**src/rtl/store_buffer.sv**
```systemverilog
// -----------------------------------------------------------------------------
// store_buffer
//
// Write-side FIFO sitting between the execute/memory stage and data_memory.
// Accepted SB/SH/SW stores are queued in program order and drained at most one
// per cycle into the data memory write port. Every occupied entry is compared
// against the word address of the load in the memory stage; a match stalls the
// load so it never reads stale memory.
//
// Optional feature (compile-time macro STORE_BUF_FWD_EN):
//   When defined, the youngest matching entry is inspected. If it is a full
//   word store its data is forwarded to the load and no stall is raised; a
//   matching SB/SH still stalls. When undefined, ld_fwd_* are tied to zero and
//   any word-address overlap stalls.
//
// Parameters:
//   DEPTH  number of entries (power of two, >= 2)
//   CNT_W  width of count ($clog2(DEPTH)+1)
//
// Ports:
//   clk, rst                 clock, asynchronous active-high reset
//   st_valid/st_alucode/
//   st_addr/st_data          store presented by the pipeline
//   st_ready                 buffer not full (registered state only)
//   st_misalign              SH/SW with misaligned address while st_valid
//   ld_valid/ld_addr         load currently in the memory stage
//   ld_hazard                load must stall this cycle
//   ld_fwd_valid/ld_fwd_data forwarded full word for the load
//   drain_en                 memory write port free this cycle
//   mem_is_store/mem_alucode/
//   mem_w_addr/mem_w_data_*  head entry presented to data_memory
//   empty, count             occupancy status (registered state only)
// -----------------------------------------------------------------------------

`ifndef ALU_SB
`define ALU_SB 6'd20
`endif
`ifndef ALU_SH
`define ALU_SH 6'd21
`endif
`ifndef ALU_SW
`define ALU_SW 6'd22
`endif

module store_buffer #(
    parameter int DEPTH = 4,
    parameter int CNT_W = $clog2(DEPTH) + 1
) (
    input  logic             clk,
    input  logic             rst,

    input  logic             st_valid,
    input  logic [5:0]       st_alucode,
    input  logic [31:0]      st_addr,
    input  logic [31:0]      st_data,
    output logic             st_ready,
    output logic             st_misalign,

    input  logic [31:0]      ld_addr,
    input  logic             ld_valid,
    output logic             ld_hazard,
    output logic             ld_fwd_valid,
    output logic [31:0]      ld_fwd_data,

    input  logic             drain_en,
    output logic             mem_is_store,
    output logic [5:0]       mem_alucode,
    output logic [31:0]      mem_w_addr,
    output logic [7:0]       mem_w_data_byte,
    output logic [15:0]      mem_w_data_half,
    output logic [31:0]      mem_w_data_word,

    output logic             empty,
    output logic [CNT_W-1:0] count
);

    localparam int PTR_W = $clog2(DEPTH);

    // -------------------------------------------------------------------------
    // Entry storage. Contents are never reset: an entry is only observable
    // while it lies inside the occupied window [head, head+count).
    // -------------------------------------------------------------------------
    logic [5:0]  code_q [DEPTH];
    logic [31:0] addr_q [DEPTH];
    logic [31:0] data_q [DEPTH];

    logic [PTR_W-1:0] head_q, head_d;
    logic [PTR_W-1:0] tail_q, tail_d;
    logic [CNT_W-1:0] count_q, count_d;

    logic full;
    logic legal_code;
    logic push;
    logic pop;

    // -------------------------------------------------------------------------
    // Status derived purely from registered occupancy
    // -------------------------------------------------------------------------
    assign empty    = (count_q == '0);
    assign full     = (count_q == CNT_W'(DEPTH));
    assign st_ready = !full;
    assign count    = count_q;

    // -------------------------------------------------------------------------
    // Store acceptance
    // -------------------------------------------------------------------------
    assign legal_code = (st_alucode == `ALU_SB) ||
                        (st_alucode == `ALU_SH) ||
                        (st_alucode == `ALU_SW);

    assign st_misalign = st_valid &&
                         (((st_alucode == `ALU_SH) && st_addr[0]) ||
                          ((st_alucode == `ALU_SW) && (st_addr[1:0] != 2'b00)));

    // Acceptance uses the registered full flag, so a pop in the same cycle
    // does not free a slot for a push.
    assign push = st_valid && st_ready && legal_code && !st_misalign;
    assign pop  = !empty && drain_en;

    // -------------------------------------------------------------------------
    // Drain port: head entry shown combinationally, forced to zero when empty
    // so stale entry contents never reach the memory interface.
    // -------------------------------------------------------------------------
    assign mem_is_store    = pop;
    assign mem_alucode     = empty ? 6'd0  : code_q[head_q];
    assign mem_w_addr      = empty ? 32'd0 : addr_q[head_q];
    assign mem_w_data_word = empty ? 32'd0 : data_q[head_q];
    assign mem_w_data_half = mem_w_data_word[15:0];
    assign mem_w_data_byte = mem_w_data_word[7:0];

    // -------------------------------------------------------------------------
    // Pointer / occupancy next state
    // -------------------------------------------------------------------------
    always_comb begin
        head_d  = head_q;
        tail_d  = tail_q;
        count_d = count_q;
        if (pop) begin
            head_d = head_q + 1'b1;
        end
        if (push) begin
            tail_d = tail_q + 1'b1;
        end
        case ({push, pop})
            2'b10:   count_d = count_q + 1'b1;
            2'b01:   count_d = count_q - 1'b1;
            default: count_d = count_q;
        endcase
    end

    always_ff @(posedge clk or posedge rst) begin
        if (rst) begin
            head_q  <= '0;
            tail_q  <= '0;
            count_q <= '0;
        end else begin
            head_q  <= head_d;
            tail_q  <= tail_d;
            count_q <= count_d;
        end
    end

    always_ff @(posedge clk) begin
        if (push) begin
            code_q[tail_q] <= st_alucode;
            addr_q[tail_q] <= st_addr;
            data_q[tail_q] <= st_data;
        end
    end

    // -------------------------------------------------------------------------
    // Per-entry occupancy and word-address match against the current load.
    // An entry's age is its distance from head; it is occupied when that
    // distance is below the count. The head being drained this cycle still
    // counts, since memory is not written until the coming edge.
    // -------------------------------------------------------------------------
    logic [DEPTH-1:0] occ;
    logic [DEPTH-1:0] match;

    for (genvar gi = 0; gi < DEPTH; gi++) begin : g_entry
        logic [PTR_W-1:0] age;
        assign age       = PTR_W'(gi) - head_q;
        assign occ[gi]   = (CNT_W'(age) < count_q);
        assign match[gi] = occ[gi] && (addr_q[gi][31:2] == ld_addr[31:2]);
    end

    // Byte lane of the load address never affects a word-granular overlap.
    logic unused_ld_lane;
    assign unused_ld_lane = ^ld_addr[1:0];

`ifdef STORE_BUF_FWD_EN
    // -------------------------------------------------------------------------
    // Forwarding: walk entries oldest to youngest so the last hit wins,
    // leaving the youngest matching store selected.
    // -------------------------------------------------------------------------
    logic             yng_hit;
    logic [PTR_W-1:0] yng_idx;
    logic [PTR_W-1:0] scan_idx;
    logic             yng_is_sw;

    always_comb begin
        yng_hit  = 1'b0;
        yng_idx  = '0;
        scan_idx = '0;
        for (int k = 0; k < DEPTH; k++) begin
            scan_idx = head_q + PTR_W'(k);
            if (match[scan_idx]) begin
                yng_hit = 1'b1;
                yng_idx = scan_idx;
            end
        end
    end

    assign yng_is_sw    = (code_q[yng_idx] == `ALU_SW);
    assign ld_fwd_valid = ld_valid && yng_hit && yng_is_sw;
    assign ld_hazard    = ld_valid && yng_hit && !yng_is_sw;
    assign ld_fwd_data  = ld_fwd_valid ? data_q[yng_idx] : 32'd0;
`else
    assign ld_hazard    = ld_valid && (|match);
    assign ld_fwd_valid = 1'b0;
    assign ld_fwd_data  = 32'd0;
`endif

endmodule

```
**config.mk**
```make
export PLATFORM = sky130hd
export DESIGN_NAME = store_buffer
export DESIGN_NICKNAME = d
export VERILOG_FILES = /design/src/rtl/store_buffer.sv
export SDC_FILE = /design/constraint.sdc
export NUM_CORES = 1
export LEC_CHECK = 0
export ABC_AREA = 1
export CORE_UTILIZATION = 50
export DETAILED_ROUTE_END_ITERATION = 10
export GPL_ROUTABILITY_DRIVEN = 0
export PLACE_DENSITY = 0.75
export SYNTH_ARGS = -nofsm -noshare
export SYNTH_HDL_FRONTEND = slang
export SYNTH_SLANG_ARGS = --single-unit
```
**constraint.sdc**
```tcl
create_clock -name clk -period 6.06 [get_ports clk]
set_input_delay 0.909 -clock clk [delete_from_list [all_inputs] [get_ports clk]]
set_output_delay 0.909 -clock clk [all_outputs]
set_load 0.01 [all_outputs]
```
# Yosys cells after proc, flatten, opt, wreduce, memory -nomap -nowiden
# Memory sizes are Yosys's and may differ from the RTL's.
# Index checks and enable logic that the tools add are counted.
# Widths: inputs -> output; s select.
dict set report totals {
  word_cells 56
  memories 3
  register_bits 7
  in_bits 107
  out_inout_bits 135
  ramBits 280
}
dict set report classes {
  add_sub_neg 8
  n_reduce_logical 22
  order_cmp 4
  eq_ne 10
  mux 6
}
# name words word_bits read_ports rd_clocked_by_memory_dff wr line
set mem_list {}
lappend mem_list {addr_q 4 32 5 0 1 84} ;# logic [31:0] addr_q [DEPTH];
lappend mem_list {data_q 4 32 1 0 1 85} ;# logic [31:0] data_q [DEPTH];
lappend mem_list {code_q 4 6 1 0 1 83} ;# logic [5:0] code_q [DEPTH];
# op n
set op_table {}
lappend op_table {{$eq 30x30->1} 4}
lappend op_table {{$mux 32} 2}
lappend op_table {{$eq 6x5->1 const B} 3}
lappend op_table {{$logic_and 1x1->1} 12}
lappend op_table {{$lt 2x3->1} 4}
lappend op_table {{$mux 6} 1}
lappend op_table {{$pmux 3 s2} 1}
lappend op_table {{$add 2x1->2 const B} 2}
lappend op_table {{$reduce_bool 2->1} 2}
lappend op_table {{$reduce_or 4->1} 1}
lappend op_table {{$sub 1x2->2 const A} 2}
lappend op_table {{$sub 2x2->2 const A} 2}
lappend op_table {{$add 3x1->3 const B} 1}
lappend op_table {{$eq 3x3->1 const B} 1}
lappend op_table {{$logic_not 1->1} 3}
lappend op_table {{$logic_not 3->1} 1}
lappend op_table {{$logic_or 1x1->1} 3}
lappend op_table {{$sub 3x1->3 const B} 1}
lappend op_table {{$eq 2x1->1 const B} 1}
lappend op_table {{$eq 2x2->1 const B} 1}
lappend op_table {{$mux 1} 2}

# Logic depth before layout (Yosys ltp)
# Gate-level depths: netlist of the first run.
dict set report logic_depth {
  ltp_word 8
  mapped_depth 16
  ltp_nobuf 15
}

# Worst setup path before layout of the first run
# OpenSTA, ideal clock, no wires.
dict set report synth_path {
  kind {input to register}
  from {in st_alucode[4]}
  to {mem addr_q[0][0], enable pin}
  arrival_time_ns 4.533
  path_buffers 0
  required_time_ns 5.562
  stages 8
  setup_time_ns 0.498
  slack_ns 1.029
  path_cell_list {inv_1 -> nor2_1 -> nand2_1 -> nor3_1 -> o21ai_0 -> nor2_2 -> inv_2 -> nor2_1}
}
dict set report synth_between {
  elab_chain_len 8
  word_cells_on_any_way 14
  classes_between {3 x eq/ne; 2 x mux; 9 x reduce/logical}
}
# element line
set synth_rtl {}
lappend synth_rtl {{from (decl)} 53} ;# input logic [5:0] st_alucode,
lappend synth_rtl {{$eq 6x5->1 (no source line)} --}
lappend synth_rtl {{$logic_and 1x1->1, on equally long branches} {112, 113}}
lappend synth_rtl {{$logic_or 1x1->1} 112} ;# (((st_alucode == `ALU_SH) && st_addr[0]) ||
lappend synth_rtl {{$logic_and 1x1->1} 111} ;# assign st_misalign = st_valid &&
lappend synth_rtl {{$logic_not 1->1} 117} ;# assign push = st_valid && st_ready && legal_code && !st_misalign;
lappend synth_rtl {{$logic_and 1x1->1 (*)} 117}
lappend synth_rtl {{$mux 1 (*)} 164} ;# if (push) begin
lappend synth_rtl {{$mux 1 (not written as such) (*)} 166} ;# addr_q[tail_q] <= st_addr;
lappend synth_rtl {{to (decl)} 84}
# Mark *: on every way between the ends. The rest lies on a longest branch, timed or not.

# Worst setup path after layout of the first run
dict set report layout_path {
  from {reg head_q[0]}
  to {out mem_w_data_word[6]}
}
dict set report layout_between {
  elab_chain_len 2
}
# element line
set layout_rtl {}
lappend layout_rtl {{from (decl)} 87} ;# logic [PTR_W-1:0] head_q, head_d;
lappend layout_rtl {{from (signal assigned)} 153} ;# head_q <= '0;
lappend layout_rtl {{from (signal assigned)} 157} ;# head_q <= head_d;
lappend layout_rtl {{$mem_v2 4x32} --}
lappend layout_rtl {{$mux 32} 127} ;# assign mem_w_data_word = empty ? 32'd0 : data_q[head_q];
lappend layout_rtl {{to (decl)} 71} ;# output logic [31:0] mem_w_data_word,
# No other way between the ends.

==> flow_metrics.env, run 1 <==
export IMPL_die_h_um=163
export IMPL_grt_usage=0.227
export IMPL_drc_errors=0
export IMPL_port_buffers=206
export IMPL_holdBufCountCts=0
export IMPL_crit_family="buffers and inverters"
export IMPL_startpoint="head_q[0]$_DFFE_PP0P_"
export IMPL_min_delay_start="tail_q[0]$_DFFE_PP0P_"
export IMPL_synth_seq_cells=287
export IMPL_hpwlAfterDp_um=18100
export IMPL_crit_required_ns=5.15
export IMPL_status="finished, final reports clean"
export IMPL_hold_violations=0
export IMPL_yosysUniqueCellTypes=27
export IMPL_endpoint_kind="primary output"
export IMPL_cp_depth=6
export IMPL_min_period_ns=4.71
export IMPL_synthMuxAreaShare=0
export IMPL_reg2reg_to="addr_q[1][29]$_DFFE_PP_"
export IMPL_crit_chain="buf_4, nor2_4, buf_4, a22oi_1, a31oi_1, clkdlybuf4s50_1"
export IMPL_area_delta_synth_final_pct=24.4
export IMPL_synth_simple_area_share=0.0996
export IMPL_rows=58
export IMPL_power_density_mw_per_mm2=437
export IMPL_postCtsSetupBuffers=0
export IMPL_multi_input_comb_area_mm2=0.00358
export IMPL_ff2ff_path_depth=8
export IMPL_hp_class="reg2reg"
export IMPL_skew_ns=0.0298
export IMPL_dr_pass1_iters=5
export IMPL_ff2ff_setup_slack_ns=3.21
export IMPL_drv_cap=0
export IMPL_dieArea_mm2=0.0265
export IMPL_drt_iter0_drc=597
export IMPL_finalWirelength_um=29800
export IMPL_cts_buffer_depth=3
export IMPL_n_fill_cell=1935
export IMPL_fp_coreArea_mm2=0.0253
export IMPL_start_util=0.511
export IMPL_ir_worst_vdd_mv=0.336
export IMPL_insertion_delay_ns=0.56
export IMPL_max_slew_margin_rel=0.263
export IMPL_cts_resized=0
export IMPL_startpoint_type="flop"
export IMPL_synth_compound_area_frac=0.0789
export IMPL_final_cell_mix="280 x edfxtp_1, 206 x clkdlybuf4s50_1, 140 x nand2_1"
export IMPL_antenna_found_initial=4
export IMPL_drive_gt1_frac=0.0583
export IMPL_power_leakage_nw=5.43
export IMPL_rsz0062_at_grt="false"
export IMPL_setup_tns_final_ns=0
export IMPL_synth_xor_xnor_area_share=0.0759
export IMPL_setup_viol=0
export IMPL_first_global_vias=8450
export IMPL_max_stage_delay_ns=0.69
export IMPL_fmax_mhz=212
export IMPL_synth_top_family_by_area="simple AND/OR/NAND/NOR gates"
export IMPL_die_w_um=163
export IMPL_syn_area_mm2=0.0129
export IMPL_synth_warnings=0
export IMPL_htreeDepth=1
export IMPL_cts_buffers=31
export IMPL_syn_mean_instance_area_um2=12.6
export IMPL_cp_max_fo=42
export IMPL_vias=8304
export IMPL_finalMaxSlewViolations=0
export IMPL_io_pins=242
export IMPL_antenna_left=0
export IMPL_grt_max_degree=71
export IMPL_yosys_area_share_adder=0.0103
export IMPL_worst_slew_pin_slew_ns=1.11
export IMPL_seqCellArea_mm2=0.00859
export IMPL_root_buffer="clkbuf_16"
export IMPL_path_clk_slew_ns=0.06
export IMPL_routed_via_density=5.36
export IMPL_crit_buf_inv=3
export IMPL_final_common_cell="edfxtp_1"
export IMPL_arrival_ns=3.81
export IMPL_r2r_start="count[2]$_DFFE_PP0P_"
export IMPL_dpl_cell_area_mm2=0.0150
export IMPL_avgRoutedWirePerCell_um=19.3
export IMPL_crit_path_top_delay_cell="dfrtp_2"
export IMPL_final_area_mm2=0.0161
export IMPL_synthCells=1029
export IMPL_worstSetupEndpoint="mem_w_data_word[6]"
export IMPL_crit_top_cell="buf_4"
export IMPL_grt_ovfl_total=0
export IMPL_grt_pass1_wl_um=45400
export IMPL_seq_area_frac_synth=0.665
export IMPL_fin_nets=1311
export IMPL_period_share=0.778
export IMPL_cts_tree="yes"
export IMPL_crit_type="reg2out"
export IMPL_cts_sinks=287
-- per-stage QoR --
stage          std cells  total power, mW  hold WS [ns]  worst slack (ns)   util
4_1_cts             1548             7.07         0.549              1.32  0.636
3_3_place_gp        1491             5.03         0.522              1.96  0.592
5_1_grt             1549             7.34         0.553              1.17  0.636
2_1_floorplan       1061             3.81         0.494              1.03      -
6_report            1549             7.02         0.538              1.35  0.636
3_5_place_dp        1491             5.06         0.537              1.92  0.592
-- worst register-to-register path: cells and delay by family, from the launching register on --
family,cells,cell delay [ns]
AOI/OAI and AO/OA,1,0.10
and+or+nand+nor,4,1.17
DFF,1,0.46
buffers and inverters,3,0.76
-- synthesized netlist by cell type --
cell / number / share of area
a221oi_1: 4 / 0.0027
buf_2: 42 / 0.016
nor2_1: 66 / 0.019
o22ai_1: 1 / 0.00048
nor2_2: 3 / 0.0015
edfxtp_1: 280 / 0.65
ha_1: 9 / 0.0087
buf_4: 59 / 0.034
o21ai_0: 10 / 0.0039
fa_1: 1 / 0.0015
conb_1: 1 / 0.00029
nor3_1: 4 / 0.0015
a21oi_1: 1 / 0.00039
nor2_4: 1 / 0.00087
nand4_1: 9 / 0.0044
a22oi_1: 67 / 0.039
xor2_1: 44 / 0.030
a31oi_1: 67 / 0.032
nand2_1: 140 / 0.041
nand3_1: 78 / 0.030
inv_2: 2 / 0.00058
clkbuf_1: 9 / 0.0026
xnor2_1: 68 / 0.046
inv_1: 47 / 0.014
clkbuf_2: 8 / 0.0031
nor3_4: 1 / 0.0013
dfrtp_1: 7 / 0.014
-- layer usage --
layer / vias up / track usage / wire, um
met1: 3974 / 0.289 / 12000
met5: - / 0 / 46
met4: 6 / 0.0658 / 557
li1: 3954 / - / -
met3: 43 / 0.0476 / 2400
met2: 327 / 0.389 / 14800
-- worst min-delay path by stage --
stage,endpoint,slack (ns),cells after the start
after floorplan,tail_q[0]$_DFFE_PP0P_,0.49,1
after global placement,tail_q[0]$_DFFE_PP0P_,0.52,1
after detailed placement,tail_q[0]$_DFFE_PP0P_,0.54,1
after CTS,tail_q[0]$_DFFE_PP0P_,0.55,1
after global routing,tail_q[0]$_DFFE_PP0P_,0.55,1
final,tail_q[0]$_DFFE_PP0P_,0.54,1
-- logic make-up (layout without fill, tap and decap cells) --
group | after synthesis | after routing
flops | 287 | 287
other cells | 1 | 34
simple gates | 302 | 302
fa+ha+maj | 10 | 10
buf+inv | 167 | 324
compound gates | 150 | 150
xor+xnor | 112 | 112
-- power by group --
part           internal (mW)  total, mW  switching [mW]  leakage [nW]
registers               2.22       2.34           0.120          2.60
logic                   1.26       2.67            1.41          2.29
clock network           1.27       2.01           0.736         0.538
-- state kept, by name (all words and copies together), names as in the netlist --
name    cells
addr_q    128
data_q    128
code_q     24
count       3
head_q      2
tail_q      2
-- cell type report --
type,count,area share
antenna,1,0.000156
sequential,287,0.534
multi-input combinational,607,0.223
timing repair buffer,218,0.136
inverter,49,0.0114
clock buffer,34,0.0490
tap,330,0.0257
clock inverter,23,0.0201
Power figures use the tool's default switching activity.
==> run 2, diff against run 1 <==
--- a/config.mk
+++ b/config.mk
@@ -6,10 +6,10 @@
 export NUM_CORES = 1
 export LEC_CHECK = 0
 export ABC_AREA = 1
-export CORE_UTILIZATION = 50
+export CORE_UTILIZATION = 47
 export DETAILED_ROUTE_END_ITERATION = 10
 export GPL_ROUTABILITY_DRIVEN = 0
-export PLACE_DENSITY = 0.75
+export PLACE_DENSITY = 0.74
 export SYNTH_ARGS = -nofsm -noshare
 export SYNTH_HDL_FRONTEND = slang
 export SYNTH_SLANG_ARGS = --single-unit
==> constraint.sdc (replaced) <==
create_clock -name clk -period 4 [get_ports clk]
set_input_delay 0.6 -clock clk [delete_from_list [all_inputs] [get_ports clk]]
set_output_delay 0.6 -clock clk [all_outputs]
set_load 0.01 [all_outputs]
==> run 2 against run 1 <==
Net effect:
- global-route usage is 0.57 points lower
- combinational power increased by 60%
- non-clock buffer count rose by 7
- count of clock-buffer cells in the layout increased by 3
- setup slack lost 1.2 ns
- flip-flop and latch count did not move
- highest routed layer unchanged
- critical endpoint is now mem_w_data_half[5]
- clock skew down 0.020 ns
- clock power up 25%
- cell count rose by 0.65%
- die area is 6.3% higher
- first-iteration DRC count is 22% lower
==> flow_metrics.env, run 2 (synthesis results as in run 1) <==
export IMPL_status="finished, final reports clean"
export IMPL_max_slew_margin_rel=0.371
export IMPL_insertion_delay_ns=0.55
export IMPL_avgRoutedWirePerCell_um=19.9
export IMPL_drc_errors=0
export IMPL_grt_usage=0.221
export IMPL_worstSetupEndpoint="mem_w_data_half[5]"
export IMPL_vias=8508
export IMPL_met2_usage=0.390
export IMPL_crit_required_ns=3.40
export IMPL_routed_via_density=5.46
export IMPL_setup_tns_final_ns=0
export IMPL_antenna_found_initial=4
export IMPL_htreeDepth=1
export IMPL_grt_max_degree=71
export IMPL_final_area_mm2=0.0159
export IMPL_final_common_cell="edfxtp_1"
export IMPL_drv_cap=0
export IMPL_start_util=0.479
export IMPL_dp_slack_ns=0.646
export IMPL_endpoint_kind="primary output"
export IMPL_path_clk_slew_ns=0.06
export IMPL_grt_pass1_wl_um=47400
export IMPL_dpl_cell_area_mm2=0.0151
export IMPL_fp_coreArea_mm2=0.0270
export IMPL_port_buffers=206
export IMPL_root_buffer="clkbuf_16"
export IMPL_grt_ovfl_total=0
export IMPL_drt_iter0_drc=465
export IMPL_fmax_mhz=261
export IMPL_min_period_ns=3.84
export IMPL_period_share=0.959
export IMPL_ff2ff_setup_slack_ns=1.40
export IMPL_finalMaxSlewViolations=0
export IMPL_cp_max_fo=70
export IMPL_io_pins=242
export IMPL_utilization=0.591
export IMPL_crit_chain="nor2_4, buf_4, a22oi_1, a31oi_1, clkdlybuf4s50_1"
export IMPL_cts_buffers=30
export IMPL_grtUsageMet1=0.269
export IMPL_r2r_start="count[2]$_DFFE_PP0P_"
export IMPL_hold_violations=0
export IMPL_dieArea_mm2=0.0281
export IMPL_grt_busiest_layer="met2"
export IMPL_hp_class="in2async"
export IMPL_rows=60
export IMPL_die_h_um=168
export IMPL_crit_path_top_delay_cell="buf_4"
export IMPL_drive_gt1_frac=0.0575
export IMPL_ff2ff_path_depth=12
export IMPL_antenna_left=0
export IMPL_reg2reg_to="count[2]$_DFFE_PP0P_"
export IMPL_hpwlAfterDp_um=18900
export IMPL_holdBufCountCts=0
export IMPL_dr_pass1_iters=6
export IMPL_power_density_mw_per_mm2=644
export IMPL_startpoint="head_q[1]$_DFFE_PP0P_"
export IMPL_worst_slew_pin_slew_ns=0.943
export IMPL_first_global_vias=8648
export IMPL_crit_type="reg2out"
export IMPL_finalWirelength_um=31000
export IMPL_reg_top3="addr_q (128), data_q (128), code_q (24)"
export IMPL_cts_buffer_depth=3
export IMPL_max_stage_delay_ns=0.75
export IMPL_startpoint_type="flop"
export IMPL_cts_sinks=287
export IMPL_die_w_um=168
export IMPL_ir_worst_vdd_mv=0.460
export IMPL_power_mw=10.3
export IMPL_arrival_ns=3.24
export IMPL_area_delta_synth_final_pct=23.4
export IMPL_setup_ws_ns=0.164
export IMPL_final_cell_mix="280 x edfxtp_1, 206 x clkdlybuf4s50_1, 140 x nand2_1"
export IMPL_power_leakage_nw=5.38
export IMPL_rsz0062_at_grt="false"
export IMPL_skew_ns=0.00957
export IMPL_use_met3=0.0520
export IMPL_cts_tree="yes"
export IMPL_fin_nets=1317
export IMPL_setup_viol=0
[run 2: changes by cell type in the layout (fill, tap and decap cells not counted), sizes merged]
cell / previous run / this run
clkinv: 13 / 11
inv: 50 / 49
buf: 12 / 19
bufinv: 8 / 1
clkbuf: 34 / 37
clkinvlp: 1 / 0
[run 2: worst min-delay path by stage]
stage,start,cells after the start,slack [ns],to
CTS,rst,2,0.31,count[2]$_DFFE_PP0P_
global route,rst,2,0.33,count[1]$_DFFE_PP0P_
global placement,tail_q[0]$_DFFE_PP0P_,1,0.53,tail_q[0]$_DFFE_PP0P_
finish,rst,2,0.31,tail_q[1]$_DFFE_PP0P_
detailed placement,tail_q[0]$_DFFE_PP0P_,1,0.54,tail_q[0]$_DFFE_PP0P_
floorplan,rst,1,0.40,count[0]$_DFFE_PP0P_
[run 2: critical path: cells and delay by family (launching register included)]
kind / cells / cell delay [ns]
AO/OA/AOI/OAI: 2 / 0.50
buffers and inverters: 2 / 1.37
flip-flops: 1 / 0.64
AND/OR/NAND/NOR: 1 / 0.16
[run 2: power by group]
part / internal (mW) / switching (mW) / leakage [nW] / total, mW
clock: 1.45 / 1.06 / 0.435 / 2.52
sequential: 3.37 / 0.116 / 2.60 / 3.49
combinational: 1.99 / 2.27 / 2.34 / 4.27
[run 2: per-layer routing]
| metal | part of all wire | up-vias |
|---|---|---|
| li1 | - | 3950 |
| met1 | 0.39 | 4143 |
| met2 | 0.50 | 360 |
| met3 | 0.082 | 51 |
| met4 | 0.021 | 4 |
| met5 | 0.00081 | - |
[run 2: what timing repair did]
action / 4_1_cts / 5_1_grt
buffers inserted: 0 / 0
resized for setup: 0 / 1
endpoints found under the setup margin: 0 / 3
[run 2: layout make-up]
| cell class | count | area (um^2) |
|---|---|---|
| inverters | 49 | 184 |
| multi-input cells | 607 | 3580 |
| clock buffers | 37 | 798 |
| fillers | 2141 | 11000 |
| flip-flops and latches | 287 | 8590 |
| well taps | 341 | 427 |
| diodes | 1 | 2.50 |
| clock inverters | 12 | 78.8 |
| repair buffers | 225 | 2280 |
[run 2: through the flow]
| step | std cells | hold slack [ns] |
|---|---|---|
| floorplan | 1061 | 0.403 |
| global route | 1558 | 0.326 |
| CTS | 1558 | 0.306 |
| finish | 1559 | 0.313 |
| global placement | 1509 | 0.530 |
| detailed placement | 1509 | 0.544 |
==> run 3, diff against run 2 <==
--- a/config.mk
+++ b/config.mk
@@ -13,3 +13,4 @@
 export SYNTH_ARGS = -nofsm -noshare
 export SYNTH_HDL_FRONTEND = slang
 export SYNTH_SLANG_ARGS = --single-unit
+export TNS_END_PERCENT = 50
==> results of run 3 <==
The final DEF is identical to that of run 2; final timing and power are the same.
